--- config.mk ---
export PLATFORM = sky130hd
export DESIGN_NAME = multicycle_control_flat
export DESIGN_NICKNAME = d
export VERILOG_FILES = /design/src/rtl/multicycle_control_pkg.sv /design/src/rtl/multicycle_control_if.sv /design/src/rtl/multicycle_control_decode.sv /design/src/rtl/multicycle_control.sv /design/src/flat_wrapper.sv
export SDC_FILE = /design/constraint.sdc
export NUM_CORES = 1
export LEC_CHECK = 0
export ABC_AREA = 0
export CAP_MARGIN = 20
export CORE_MARGIN = 4
export CORE_UTILIZATION = 40
export DETAILED_ROUTE_END_ITERATION = 7
export GPL_TIMING_DRIVEN = 0
export HOLD_SLACK_MARGIN = 0.08
export PLACE_DENSITY_LB_ADDON = 0.12
export SLEW_MARGIN = 0
export SYNTH_ARGS = -nofsm -noshare
export SYNTH_HDL_FRONTEND = slang
export SYNTH_SLANG_ARGS = --single-unit
export TNS_END_PERCENT = 50
--- constraint.sdc ---
create_clock -name clk -period 4.7 [get_ports clk]
set_clock_uncertainty 0.05 [all_clocks]
set_input_delay 1.175 -clock clk [delete_from_list [all_inputs] [get_ports clk]]
set_output_delay 1.175 -clock clk [all_outputs]
set_load 0.02 [all_outputs]
--- src/rtl/multicycle_control_pkg.sv ---
// Shared constants for the multicycle controller: opcode/funct codes, FSM states,
// instruction classes and the pc_src / mem_to_reg / reg_dst / alu_src_b encodings.
package multicycle_control_pkg;

   localparam logic [5:0] OP_RTYPE = 6'h00;
   localparam logic [5:0] OP_J     = 6'h02;
   localparam logic [5:0] OP_JAL   = 6'h03;
   localparam logic [5:0] OP_BEQ   = 6'h04;
   localparam logic [5:0] OP_ADDI  = 6'h08;
   localparam logic [5:0] OP_ADDIU = 6'h09;
   localparam logic [5:0] OP_SLTI  = 6'h0A;
   localparam logic [5:0] OP_SLTIU = 6'h0B;
   localparam logic [5:0] OP_ANDI  = 6'h0C;
   localparam logic [5:0] OP_LUI   = 6'h0F;
   localparam logic [5:0] OP_LW    = 6'h23;
   localparam logic [5:0] OP_SW    = 6'h2B;

   localparam logic [5:0] FN_SLL   = 6'h00;
   localparam logic [5:0] FN_SRL   = 6'h02;
   localparam logic [5:0] FN_SRA   = 6'h03;
   localparam logic [5:0] FN_JR    = 6'h08;
   localparam logic [5:0] FN_JALR  = 6'h09;
   localparam logic [5:0] FN_MFHI  = 6'h10;
   localparam logic [5:0] FN_MFLO  = 6'h12;
   localparam logic [5:0] FN_MULT  = 6'h18;
   localparam logic [5:0] FN_MULTU = 6'h19;
   localparam logic [5:0] FN_DIV   = 6'h1A;
   localparam logic [5:0] FN_DIVU  = 6'h1B;
   localparam logic [5:0] FN_ADD   = 6'h20;
   localparam logic [5:0] FN_ADDU  = 6'h21;
   localparam logic [5:0] FN_SUB   = 6'h22;
   localparam logic [5:0] FN_SUBU  = 6'h23;
   localparam logic [5:0] FN_AND   = 6'h24;
   localparam logic [5:0] FN_OR    = 6'h25;
   localparam logic [5:0] FN_XOR   = 6'h26;
   localparam logic [5:0] FN_NOR   = 6'h27;
   localparam logic [5:0] FN_SLT   = 6'h2A;
   localparam logic [5:0] FN_SLTU  = 6'h2B;

   typedef enum logic [2:0] {
      ST_FETCH       = 3'd0,
      ST_DECODE      = 3'd1,
      ST_EXEC        = 3'd2,
      ST_MEM         = 3'd3,
      ST_WB          = 3'd4,
      ST_MULDIV_WAIT = 3'd5
   } state_t;

   typedef enum logic [3:0] {
      CLS_ILLEGAL,
      CLS_ALU_R,
      CLS_ALU_I,
      CLS_LOAD,
      CLS_STORE,
      CLS_BRANCH,
      CLS_JUMP,
      CLS_JAL,
      CLS_JR,
      CLS_JALR,
      CLS_MULDIV,
      CLS_MFHILO
   } instr_class_t;

   localparam logic [1:0] PC_SRC_SEQ    = 2'b00;
   localparam logic [1:0] PC_SRC_BRANCH = 2'b01;
   localparam logic [1:0] PC_SRC_JUMP   = 2'b10;
   localparam logic [1:0] PC_SRC_REG    = 2'b11;

   localparam logic [1:0] M2R_ALU  = 2'd0;
   localparam logic [1:0] M2R_MEM  = 2'd1;
   localparam logic [1:0] M2R_LINK = 2'd2;
   localparam logic [1:0] M2R_HILO = 2'd3;

   localparam logic [1:0] REG_DST_RT = 2'd0;
   localparam logic [1:0] REG_DST_RD = 2'd1;
   localparam logic [1:0] REG_DST_RA = 2'd2;

   localparam logic [1:0] SRC_B_REG    = 2'd0;
   localparam logic [1:0] SRC_B_FOUR   = 2'd1;
   localparam logic [1:0] SRC_B_IMM    = 2'd2;
   localparam logic [1:0] SRC_B_BRANCH = 2'd3;

   localparam int WAIT_CNT_W = 5;

   typedef struct packed {
      instr_class_t cls;
      logic         shift;
      logic         ext_op;
      logic         lu_op;
      logic [3:0]   alu_op;
   } decode_t;

   function automatic logic writes_rd(input instr_class_t cls);
      return (cls == CLS_ALU_R) || (cls == CLS_MFHILO);
   endfunction

endpackage

--- src/rtl/multicycle_control_if.sv ---
// Control bundle between the multicycle controller (master) and the datapath (slave).
interface multicycle_control_if #(
   parameter int ALUOP_W = 4
);
   // mem_read/mem_write are requests held by the controller; the access completes
   // in the cycle where mem_ready is high at the rising edge, and only then does the FSM advance.
   logic [5:0]         opcode;
   logic [5:0]         funct;
   logic               mem_ready;

   logic               pc_write;
   logic               pc_write_cond;
   logic               ir_write;
   logic               i_or_d;
   logic               reg_write;
   logic [1:0]         reg_dst;
   logic [1:0]         mem_to_reg;
   logic [1:0]         pc_src;

   logic               mem_read;
   logic               mem_write;
   logic               alu_src_a;
   logic [1:0]         alu_src_b;
   logic               ext_op;
   logic               lu_op;
   logic [ALUOP_W-1:0] alu_op;

   logic               muldiv_start;
   logic               illegal_instr;
   logic               busy;
   logic [2:0]         state;

   modport master (
      input  opcode, funct, mem_ready,
      output pc_write, pc_write_cond, ir_write, i_or_d, reg_write, reg_dst, mem_to_reg, pc_src,
      output mem_read, mem_write, alu_src_a, alu_src_b, ext_op, lu_op, alu_op,
      output muldiv_start, illegal_instr, busy, state
   );

   modport slave (
      output opcode, funct, mem_ready,
      input  pc_write, pc_write_cond, ir_write, i_or_d, reg_write, reg_dst, mem_to_reg, pc_src,
      input  mem_read, mem_write, alu_src_a, alu_src_b, ext_op, lu_op, alu_op,
      input  muldiv_start, illegal_instr, busy, state
   );
endinterface

--- src/rtl/multicycle_control_decode.sv ---
// mc_decode: combinational opcode/funct to instruction class and ALU control decoder.
// mult/multu/div/divu/mfhi/mflo are legal only when MULTICYCLE_MULDIV_EN is defined.
module mc_decode
   import multicycle_control_pkg::*;
(
   input  logic [5:0] opcode,
   input  logic [5:0] funct,
   output decode_t    dec
);

   logic [2:0] alu_lo;

   always_comb begin
      dec.cls    = CLS_ILLEGAL;
      dec.shift  = 1'b0;
      dec.ext_op = 1'b1;
      dec.lu_op  = 1'b0;
      alu_lo     = 3'b000;
      case (opcode)
         OP_RTYPE: begin
            alu_lo = 3'b010;
            case (funct)
               FN_ADD, FN_ADDU, FN_SUB, FN_SUBU, FN_AND, FN_OR,
               FN_XOR, FN_NOR, FN_SLT, FN_SLTU: dec.cls = CLS_ALU_R;
               FN_SLL, FN_SRL, FN_SRA: begin
                  dec.cls   = CLS_ALU_R;
                  dec.shift = 1'b1;
               end
               FN_JR:   dec.cls = CLS_JR;
               FN_JALR: dec.cls = CLS_JALR;
`ifdef MULTICYCLE_MULDIV_EN
               FN_MULT, FN_MULTU, FN_DIV, FN_DIVU: dec.cls = CLS_MULDIV;
               FN_MFHI, FN_MFLO: dec.cls = CLS_MFHILO;
`endif
               default: dec.cls = CLS_ILLEGAL;
            endcase
         end
         OP_LW: dec.cls = CLS_LOAD;
         OP_SW: dec.cls = CLS_STORE;
         OP_BEQ: begin
            dec.cls = CLS_BRANCH;
            alu_lo  = 3'b001;
         end
         OP_ADDI, OP_ADDIU: dec.cls = CLS_ALU_I;
         OP_ANDI: begin
            dec.cls    = CLS_ALU_I;
            dec.ext_op = 1'b0;
            alu_lo     = 3'b100;
         end
         OP_SLTI: begin
            dec.cls = CLS_ALU_I;
            alu_lo  = 3'b101;
         end
         OP_SLTIU: begin
            dec.cls    = CLS_ALU_I;
            dec.ext_op = 1'b0;
            alu_lo     = 3'b101;
         end
         OP_LUI: begin
            dec.cls   = CLS_ALU_I;
            dec.lu_op = 1'b1;
         end
         OP_J:    dec.cls = CLS_JUMP;
         OP_JAL:  dec.cls = CLS_JAL;
         default: dec.cls = CLS_ILLEGAL;
      endcase
      // Bit 3 distinguishes signed/unsigned variants and comes straight from the opcode.
      dec.alu_op = {opcode[0], alu_lo};
   end

endmodule

--- src/rtl/multicycle_control.sv ---
// Multicycle MIPS-style controller FSM (FETCH/DECODE/EXEC/MEM/WB/MULDIV_WAIT).
// Optional mult/div support is enabled with the MULTICYCLE_MULDIV_EN macro.
module multicycle_control #(
   parameter int MULDIV_CYCLES = 4,
   parameter int ALUOP_W       = 4
) (
   input logic                  clk,
   input logic                  reset,
   multicycle_control_if.master ctl
);
   import multicycle_control_pkg::*;

   if (MULDIV_CYCLES < 1 || MULDIV_CYCLES > 32) begin : g_bad_cycles
      $error("MULDIV_CYCLES must be in 1..32");
   end
   if (ALUOP_W < 4) begin : g_bad_aluop
      $error("ALUOP_W must be at least 4");
   end

   state_t  state_q, state_d;
   decode_t dec;

   mc_decode u_decode (
      .opcode (ctl.opcode),
      .funct  (ctl.funct),
      .dec    (dec)
   );

   always_ff @(posedge clk or posedge reset) begin
      if (reset) state_q <= ST_FETCH;
      else       state_q <= state_d;
   end

`ifdef MULTICYCLE_MULDIV_EN
   logic [WAIT_CNT_W-1:0] wait_cnt_q;
   logic                  wait_done;

   // Loaded with N-1 on entry so MULDIV_WAIT lasts exactly MULDIV_CYCLES cycles.
   always_ff @(posedge clk or posedge reset) begin
      if (reset)
         wait_cnt_q <= '0;
      else if (state_q == ST_EXEC && dec.cls == CLS_MULDIV)
         wait_cnt_q <= WAIT_CNT_W'(MULDIV_CYCLES - 1);
      else if (state_q == ST_MULDIV_WAIT && wait_cnt_q != '0)
         wait_cnt_q <= wait_cnt_q - 1'b1;
   end

   assign wait_done = (wait_cnt_q == '0);
`endif

   assign ctl.state = state_q;

   // Reset gates every output so nothing is requested while the FSM is being forced.
   always_comb begin
      state_d           = ST_FETCH;
      ctl.pc_write      = 1'b0;
      ctl.pc_write_cond = 1'b0;
      ctl.ir_write      = 1'b0;
      ctl.i_or_d        = 1'b0;
      ctl.reg_write     = 1'b0;
      ctl.reg_dst       = REG_DST_RT;
      ctl.mem_to_reg    = M2R_ALU;
      ctl.pc_src        = PC_SRC_SEQ;
      ctl.mem_read      = 1'b0;
      ctl.mem_write     = 1'b0;
      ctl.alu_src_a     = 1'b0;
      ctl.alu_src_b     = SRC_B_REG;
      ctl.ext_op        = 1'b1;
      ctl.lu_op         = 1'b0;
      ctl.alu_op        = '0;
      ctl.muldiv_start  = 1'b0;
      ctl.illegal_instr = 1'b0;
      ctl.busy          = 1'b0;
      if (!reset) begin
         ctl.busy = (state_q != ST_FETCH);
         case (state_q)
            ST_FETCH: begin
               ctl.mem_read  = 1'b1;
               ctl.alu_src_b = SRC_B_FOUR;
               if (ctl.mem_ready) begin
                  ctl.ir_write = 1'b1;
                  ctl.pc_write = 1'b1;
                  state_d      = ST_DECODE;
               end else begin
                  state_d = ST_FETCH;
               end
            end
            ST_DECODE: begin
               ctl.alu_src_b = SRC_B_BRANCH;
               if (dec.cls == CLS_ILLEGAL) begin
                  ctl.illegal_instr = 1'b1;
                  state_d           = ST_FETCH;
               end else begin
                  state_d = ST_EXEC;
               end
            end
            ST_EXEC: begin
               ctl.alu_src_a     = dec.shift;
               ctl.ext_op        = dec.ext_op;
               ctl.lu_op         = dec.lu_op;
               ctl.alu_op[3:0]   = dec.alu_op;
               case (dec.cls)
                  CLS_BRANCH: begin
                     ctl.pc_write_cond = 1'b1;
                     ctl.pc_src        = PC_SRC_BRANCH;
                     state_d           = ST_FETCH;
                  end
                  CLS_JUMP, CLS_JAL, CLS_JR, CLS_JALR: begin
                     ctl.pc_write = 1'b1;
                     ctl.pc_src   = (dec.cls == CLS_JUMP || dec.cls == CLS_JAL) ? PC_SRC_JUMP
                                                                                 : PC_SRC_REG;
                     if (dec.cls == CLS_JAL || dec.cls == CLS_JALR) begin
                        ctl.reg_write  = 1'b1;
                        ctl.reg_dst    = REG_DST_RA;
                        ctl.mem_to_reg = M2R_LINK;
                     end
                     state_d = ST_FETCH;
                  end
                  CLS_LOAD, CLS_STORE: begin
                     ctl.alu_src_b = SRC_B_IMM;
                     ctl.ext_op    = 1'b1;
                     state_d       = ST_MEM;
                  end
                  CLS_ALU_I: begin
                     ctl.alu_src_b = SRC_B_IMM;
                     state_d       = ST_WB;
                  end
`ifdef MULTICYCLE_MULDIV_EN
                  CLS_MULDIV: begin
                     ctl.muldiv_start = 1'b1;
                     state_d          = ST_MULDIV_WAIT;
                  end
`endif
                  default: state_d = ST_WB;
               endcase
            end
            ST_MEM: begin
               ctl.i_or_d = 1'b1;
               if (dec.cls == CLS_LOAD) ctl.mem_read  = 1'b1;
               else                     ctl.mem_write = 1'b1;
               if (ctl.mem_ready)
                  state_d = (dec.cls == CLS_LOAD) ? ST_WB : ST_FETCH;
               else
                  state_d = ST_MEM;
            end
            ST_WB: begin
               ctl.reg_write = 1'b1;
               ctl.reg_dst   = writes_rd(dec.cls) ? REG_DST_RD : REG_DST_RT;
               if (dec.cls == CLS_LOAD)        ctl.mem_to_reg = M2R_MEM;
               else if (dec.cls == CLS_MFHILO) ctl.mem_to_reg = M2R_HILO;
               else                            ctl.mem_to_reg = M2R_ALU;
               state_d = ST_FETCH;
            end
`ifdef MULTICYCLE_MULDIV_EN
            ST_MULDIV_WAIT: state_d = wait_done ? ST_FETCH : ST_MULDIV_WAIT;
`endif
            default: state_d = ST_FETCH;
         endcase
      end
   end

endmodule

--- src/flat_wrapper.sv ---
// flat-port wrapper written by rule: the top's interface ports become plain ports
module multicycle_control_flat import multicycle_control_pkg::*;
#(
   parameter int MULDIV_CYCLES = 4,
   parameter int ALUOP_W       = 4
)
  (clk, reset, ctl_opcode, ctl_funct, ctl_mem_ready, ctl_pc_write, ctl_pc_write_cond, ctl_ir_write, ctl_i_or_d, ctl_reg_write, ctl_reg_dst, ctl_mem_to_reg, ctl_pc_src, ctl_mem_read, ctl_mem_write, ctl_alu_src_a, ctl_alu_src_b, ctl_ext_op, ctl_lu_op, ctl_alu_op, ctl_muldiv_start, ctl_illegal_instr, ctl_busy, ctl_state);
  multicycle_control_if #(.ALUOP_W(ALUOP_W)) ctl_i ();
  input logic clk;
  input logic reset;
  input wire logic [$bits(ctl_i.opcode)-1:0] ctl_opcode;
  input wire logic [$bits(ctl_i.funct)-1:0] ctl_funct;
  input wire logic [$bits(ctl_i.mem_ready)-1:0] ctl_mem_ready;
  output wire logic [$bits(ctl_i.pc_write)-1:0] ctl_pc_write;
  output wire logic [$bits(ctl_i.pc_write_cond)-1:0] ctl_pc_write_cond;
  output wire logic [$bits(ctl_i.ir_write)-1:0] ctl_ir_write;
  output wire logic [$bits(ctl_i.i_or_d)-1:0] ctl_i_or_d;
  output wire logic [$bits(ctl_i.reg_write)-1:0] ctl_reg_write;
  output wire logic [$bits(ctl_i.reg_dst)-1:0] ctl_reg_dst;
  output wire logic [$bits(ctl_i.mem_to_reg)-1:0] ctl_mem_to_reg;
  output wire logic [$bits(ctl_i.pc_src)-1:0] ctl_pc_src;
  output wire logic [$bits(ctl_i.mem_read)-1:0] ctl_mem_read;
  output wire logic [$bits(ctl_i.mem_write)-1:0] ctl_mem_write;
  output wire logic [$bits(ctl_i.alu_src_a)-1:0] ctl_alu_src_a;
  output wire logic [$bits(ctl_i.alu_src_b)-1:0] ctl_alu_src_b;
  output wire logic [$bits(ctl_i.ext_op)-1:0] ctl_ext_op;
  output wire logic [$bits(ctl_i.lu_op)-1:0] ctl_lu_op;
  output wire logic [$bits(ctl_i.alu_op)-1:0] ctl_alu_op;
  output wire logic [$bits(ctl_i.muldiv_start)-1:0] ctl_muldiv_start;
  output wire logic [$bits(ctl_i.illegal_instr)-1:0] ctl_illegal_instr;
  output wire logic [$bits(ctl_i.busy)-1:0] ctl_busy;
  output wire logic [$bits(ctl_i.state)-1:0] ctl_state;
  assign ctl_i.opcode = ctl_opcode;
  assign ctl_i.funct = ctl_funct;
  assign ctl_i.mem_ready = ctl_mem_ready;
  assign ctl_pc_write = ctl_i.pc_write;
  assign ctl_pc_write_cond = ctl_i.pc_write_cond;
  assign ctl_ir_write = ctl_i.ir_write;
  assign ctl_i_or_d = ctl_i.i_or_d;
  assign ctl_reg_write = ctl_i.reg_write;
  assign ctl_reg_dst = ctl_i.reg_dst;
  assign ctl_mem_to_reg = ctl_i.mem_to_reg;
  assign ctl_pc_src = ctl_i.pc_src;
  assign ctl_mem_read = ctl_i.mem_read;
  assign ctl_mem_write = ctl_i.mem_write;
  assign ctl_alu_src_a = ctl_i.alu_src_a;
  assign ctl_alu_src_b = ctl_i.alu_src_b;
  assign ctl_ext_op = ctl_i.ext_op;
  assign ctl_lu_op = ctl_i.lu_op;
  assign ctl_alu_op = ctl_i.alu_op;
  assign ctl_muldiv_start = ctl_i.muldiv_start;
  assign ctl_illegal_instr = ctl_i.illegal_instr;
  assign ctl_busy = ctl_i.busy;
  assign ctl_state = ctl_i.state;
  multicycle_control #(.MULDIV_CYCLES(MULDIV_CYCLES), .ALUOP_W(ALUOP_W)) u_core (.clk(clk), .reset(reset), .ctl(ctl_i));
endmodule
# Word level (Yosys, flattened, before mapping)
# Cells that the tools add are included.
# op_classes
shift	0
n_reduce_logical	17
mul	0
div	0
eq_ne	39
magnitude_cmp	0
n_bitwise	0
mux	64
add_sub_neg	0
# op_table
operator	n
$eq A6 B6 Y1 const B	12
$eq A6 B4 Y1 const B	8
$mux W1	36
$pmux W4 S7	1
$eq A6 B2 Y1 const B	4
$pmux W3 S4	2
$mux W2	11
$eq A4 B3 Y1 const B	4
$reduce_or A13 Y1	1
$eq A4 B4 Y1 const B	3
$logic_not A6 Y1	2
$pmux W2 S2	3
$pmux W4 S3	1
$mux W3	3
$eq A4 B2 Y1 const B	2
$mux W4	2
$eq A3 B2 Y1 const B	2
$eq A6 B3 Y1 const B	1
$pmux W1 S2	3
$pmux W2 S3	1
$pmux W3 S2	1
$reduce_or A2 Y1	3
$reduce_or A3 Y1	2
$reduce_or A6 Y1	1
other kinds (9)	11
# word_totals
word_cells	121
input_bits	15
output_inout_bits	28
mem_bits_rw	0
mem_count	0
latch_bits	0
ff_bits	3
romBits	0

# Longest topological paths before layout
# depth
depth_word	10
mapped_depth	6
depth_no_buf	5

# By module
# Synthesis repeated with hierarchy kept, for this count alone.
# unflattened
cells_unflattened	121
area_unflattened_um2	838.3
# by_module_without_submodules
mod	cells_per_inst	area_each_um2	n_inst	seq_area_each_um2
multicycle_control	74	554.3	1	75.1
mc_decode	47	284.0	1	0.0

# Worst setup path after synthesis
# Ideal clock, no wire load.
# synth_path
kind	input-to-output
startpoint	in ctl_opcode[4]
endpoint	out ctl_pc_write
setup_slack_ns	0.695
n_path_buf	1
t_arrival_ns	2.780
t_required_ns	3.475
path_stages	5
path_cell_list	buf_4 or4_1 nor4_4 nor2_1 a211oi_1
# synth_via
elab_chain_cells	8
word_cells_on_any_way	22
classes_between	eq/ne: 15; mux: 4; reduce/logical: 3
# synth_rtl
element	line_no	source
start: declaration	flat_wrapper.sv:11	input wire logic [$bits(ctl_i.opcode)-1:0] ctl_opcode;
$eq A6 B4 Y1	multicycle_control_decode.sv:19	case (opcode)
$reduce_or A6 Y1 (no line)	-	
$pmux W4 S7 (*)	multicycle_control_decode.sv:19	
$eq A4 B4 Y1 / $eq A4 B3 Y1 (equally long branches)	multicycle_control.sv:102	case (dec.cls)
$reduce_or A4 Y1 (*)	multicycle_control.sv:102	
$mux W1 (*)	multicycle_control.sv:102	
$pmux W1 S2 (*)	multicycle_control.sv:76	case (state_q)
$mux W1 (*)	multicycle_control.sv:74	if (!reset) begin
end: declaration	flat_wrapper.sv:14	output wire logic [$bits(ctl_i.pc_write)-1:0] ctl_pc_write;
# Mark *: on every way between the ends. The rest lies on a longest branch, timed or not.

# Final worst setup path
# layout_path
startpoint	in ctl_opcode[1]
endpoint	out ctl_reg_dst[0]
# layout_via
elab_chain_cells	8
word_cells_on_any_way	26
classes_between	eq/ne: 17; mux: 5; reduce/logical: 4
# layout_rtl
element	line_no	source
$eq A6 B4 Y1	multicycle_control_decode.sv:19	
$reduce_or A6 Y1 (no line)	-	
$pmux W4 S7 (*)	multicycle_control_decode.sv:19	
$eq A4 B4 Y1, or another cell as far along	multicycle_control.sv:102	
$reduce_or A4 Y1 / $logic_or A1 B1 Y1 (equally long branches)	multicycle_control.sv:102, multicycle_control_pkg.sv:94	
$mux W2 / $mux W1 (equally long branches)	multicycle_control.sv:102, multicycle_control.sv:148	
$pmux W2 S2 (*)	multicycle_control.sv:76	
$mux W2 (*)	multicycle_control.sv:74	
end: declaration	flat_wrapper.sv:19	output wire logic [$bits(ctl_i.reg_dst)-1:0] ctl_reg_dst;
# Marked as above.

==> impl_results.md <==
* Outcome: complete, no violations
* Final hold vios at 0
* Count of pins on the block boundary at 43
* Die Wd at 51.0 um
* Smallest setup slack after layout at 0.114 ns
* Total vias in the final route at 1,026
* Largest net degree at the start of global routing at 11
* Kind of path behind the tightest hold check: reg2reg
* Worst slack on hold paths at 0.625 ns
* First-pass GRT wire length at 3820 um
* Critical Path, Cell by Cell: clkdlybuf4s50_1, or3b_4, o22a_1, nor3_1, a21oi_1, nor3b_1, dlygate4sd2_1
* Total met2 wirelength after detailed routing at 1220 um
* Via count of the first global-routing pass at 937
* Highest clock rate at 218 MHz
* Power per cell area at 122 nW/um2
* Register-to-Register Setup Slack at 3.25 ns
* Max reg flops at 3
* Async set-or-reset flop fraction in the synthesized netlist at 1.00
* Crit share post-route at 0.976
* Number of buffers added by the clock tree synthesis step at 3
* Critical Path RT at 3.47 ns
* Leakage Power at 0.497 nW
* Clock tree from TritonCTS: built
* Worst skew pair latency at 0.23 ns
* Mean Syn Cell Area at 6.44 um2
* Combinational Power Share at 0.491
* Via/cell ratio at 5.61
* Non-filler cells in the finished layout at 183
* Commonest register cell after synthesis: dfrtp_1
* Reg power frac at 0.192
* Area of the mapped netlist at 741 um2
* Area of the placeable core at 1750 um2
* FF-to-FF Start: u_core.ctl.state[2]
* Met3 Wirelength at 163 um
* Switching pwr at 0.0000537 W
* Number of instances on the worst hold path at 2
* Sw Ratio at 0.368
* Nature of the critical path endpoint: primary output
* Placed Area at 1160 um2
* Buffers from clock root to sink, at most at 2
* Highest metal layer with signal wires: met3
* Setup Buffers After CTS at 0
* Maximum capacitance violations at 0
* Number of clock sinks at 3
* Average detailed-routed wire length per instance at 13.0 um
* Residual overflow from global routing at 0
* Ant. Diodes at 0
* Cells on worst reg2reg path at 5
* Unrepaired setup endpoints after global routing: false
* Total of endpoints with negative setup slack in the final report at 0
* Wire length on met1 at 992 um
* CTS Hold Bufs at 0
* Die height at 51.0 um
* Fin nets at 174
* Area of the die at 2600 um2
* Reg-to-reg critical path endpoint: u_core.ctl.state[1]
* Number of port buffers at 39
* Weighted congestion reported at the end of routability-driven placement at 0.846
* H-Tree Depth at 1
* Post-synthesis cell count at 115
* Critical Path Source Type: input port
* Post-synthesis sequential area ratio at 0.101
* Detailed Routing Iterations Pass 1 at 4
* Worst Path Class, Setup: in2out
* Total Power at 0.000146 W
* ANT nets after route at 0
* Hold path start: u_core.ctl.state[0]
* Maximum resistive drop on vdd at 0.0575 mV
* Number of antenna violations at the first check in global routing at 0
* DP Worst Slack at -0.230 ns
* Maximum fanout along the worst path at 8
* Max stage delay cell, worst path: clkdlybuf4s50_1
* Number of cell rows at 15
* CTS root buf: clkbuf_4
* Number of violations reported at the end of detailed-routing iteration 0 at 37
* Clock share of power at 0.317
* Total placed cells including tap cells at 179
* Min Clock Period, post-route at 4.59 ns
* Arrival time of the worst setup path at 3.36 ns
* Share of layout cells above drive strength 1 at 0.127
* Number of synthesis warnings at 0
* Internal at 0.0000923 W
* Synthesized flop and latch total at 3
* Number of pins exceeding their max-slew limit in the final report at 0
* DP HPWL at 1860 um
* Total Routing Usage GR at 0.182
* EDFF count, synth at 0
* Slowest Stage Delay on Critical Path at 0.53 ns
* DRC viols at 0
* Starting Density at 0.424
* Clock transition at the registers of the reported paths at 0.04 ns
* Post-synth cell types at 40
* Design Area, Final at 1200 um2
* Detailed-route wire length at 2370 um
* Post-synth net total at 130
* Worst hold endpoint: u_core.ctl.state[2]
* Area added between synthesis and finish at 62.2%
## layout by cell type, fill, tap and decap left out, types with 2 or more instances in the layout
master / count
clkdlybuf4s50_1: 31
nor2_1: 16
nand2_1: 8
o21ai_0: 8
nor3_1: 8
a21oi_1: 8
inv_1: 7
nand3_1: 7
dlygate4sd2_1: 6
nor2b_1: 5
a31oi_1: 5
buf_4: 3
clkbuf_4: 3
dfrtp_1: 3
clkbuf_8: 2
nand2b_1: 2
or3_1: 2
o211ai_1: 2
or4_1: 2
nor4_4: 2
nor4_1: 2
clkbuf_1: 2
and3_1: 2
dlymetal6s2s_1: 2
## power by group through the flow
stage	registers, W	logic, W	clock network (W)
2_1_floorplan	0.0000291	0.0000402	0
3_3_place_gp	0.0000282	0.0000695	0
3_5_place_dp	0.0000283	0.0000706	0
4_1_cts	0.0000280	0.0000703	0.0000462
5_1_grt	0.0000282	0.0000778	0.0000480
6_report	0.0000280	0.0000717	0.0000463
## worst max-delay path, delay by kind of cell
family | cells | cell delay (ns)
AOI/OAI and AO/OA | 2 | 0.30
buffers and inverters | 2 | 0.89
and+or+nand+nor | 3 | 0.98
## cell usage after synthesis, types with 3 or more instances
| cell | count | area (um2) |
|---|---|---|
| nor2_1 | 16 | 60.1 |
| a21oi_1 | 8 | 40.0 |
| nand2_1 | 8 | 30.0 |
| nor3_1 | 8 | 40.0 |
| o21ai_0 | 8 | 40.0 |
| inv_1 | 7 | 26.3 |
| nand3_1 | 7 | 35.0 |
| a31oi_1 | 5 | 31.3 |
| nor2b_1 | 5 | 31.3 |
| buf_4 | 3 | 22.5 |
| dfrtp_1 | 3 | 75.1 |
| nor4_1 | 3 | 18.8 |
## through the flow
stage | setup TNS [ns] | utilization
3_3_place_gp | -0.821 | 0.666
4_1_cts | 0 | 0.680
5_1_grt | 0 | 0.688
2_1_floorplan | 0 | -
3_5_place_dp | -1.01 | 0.666
6_report | 0 | 0.688
## routing by layer
metal  GRT usage  up-vias
met5           0        -
met4      0.0538        0
met3      0.0146        0
met2       0.348       49
met1       0.211      471
li1            -      506
## worst max-delay path by stage
| stage | slack, ns | to | start | cells past startpoint |
|---|---|---|---|---|
| final | 0.11 | ctl_reg_dst[0] | ctl_opcode[1] | 7 |
| after floorplan | 0.70 | ctl_pc_write | ctl_opcode[4] | 5 |
| after global routing | 0.01 | ctl_reg_dst[1] | ctl_funct[3] | 7 |
| after CTS | 0.04 | ctl_pc_src[1] | ctl_opcode[1] | 6 |
| after detailed placement | -0.23 | ctl_pc_write | ctl_opcode[1] | 6 |
| after global placement | -0.22 | ctl_pc_write | ctl_opcode[1] | 6 |
## cells by family (layout without fill, tap and decap cells)
family | Yosys count | count (layout) | share of synthesized area
AOI/OAI and AO/OA | 30 | 30 | 0.255
buffers and inverters | 15 | 58 | 0.130
DFF | 3 | 3 | 0.101
muxes | 1 | 1 | 0.0135
other | 1 | 1 | 0.00506
and+or+nand+nor | 65 | 65 | 0.495
## what timing repair did
item,4_1_cts,5_1_grt
resized for setup,7,3
gates cloned,0,0
hold endpoints to repair,0,0
pin swaps,1,0
setup endpoints to repair,9,3
## final cells by class
class | instances | area (um2)
buffer | 8 | 70.1
clock buffer | 4 | 26.3
fill | 165 | 544
inverter | 7 | 26.3
multi-input combinational | 97 | 584
sequential | 3 | 75.1
tap | 25 | 31.3
timing repair buffer | 39 | 388
Power figures use the tool's default switching activity.
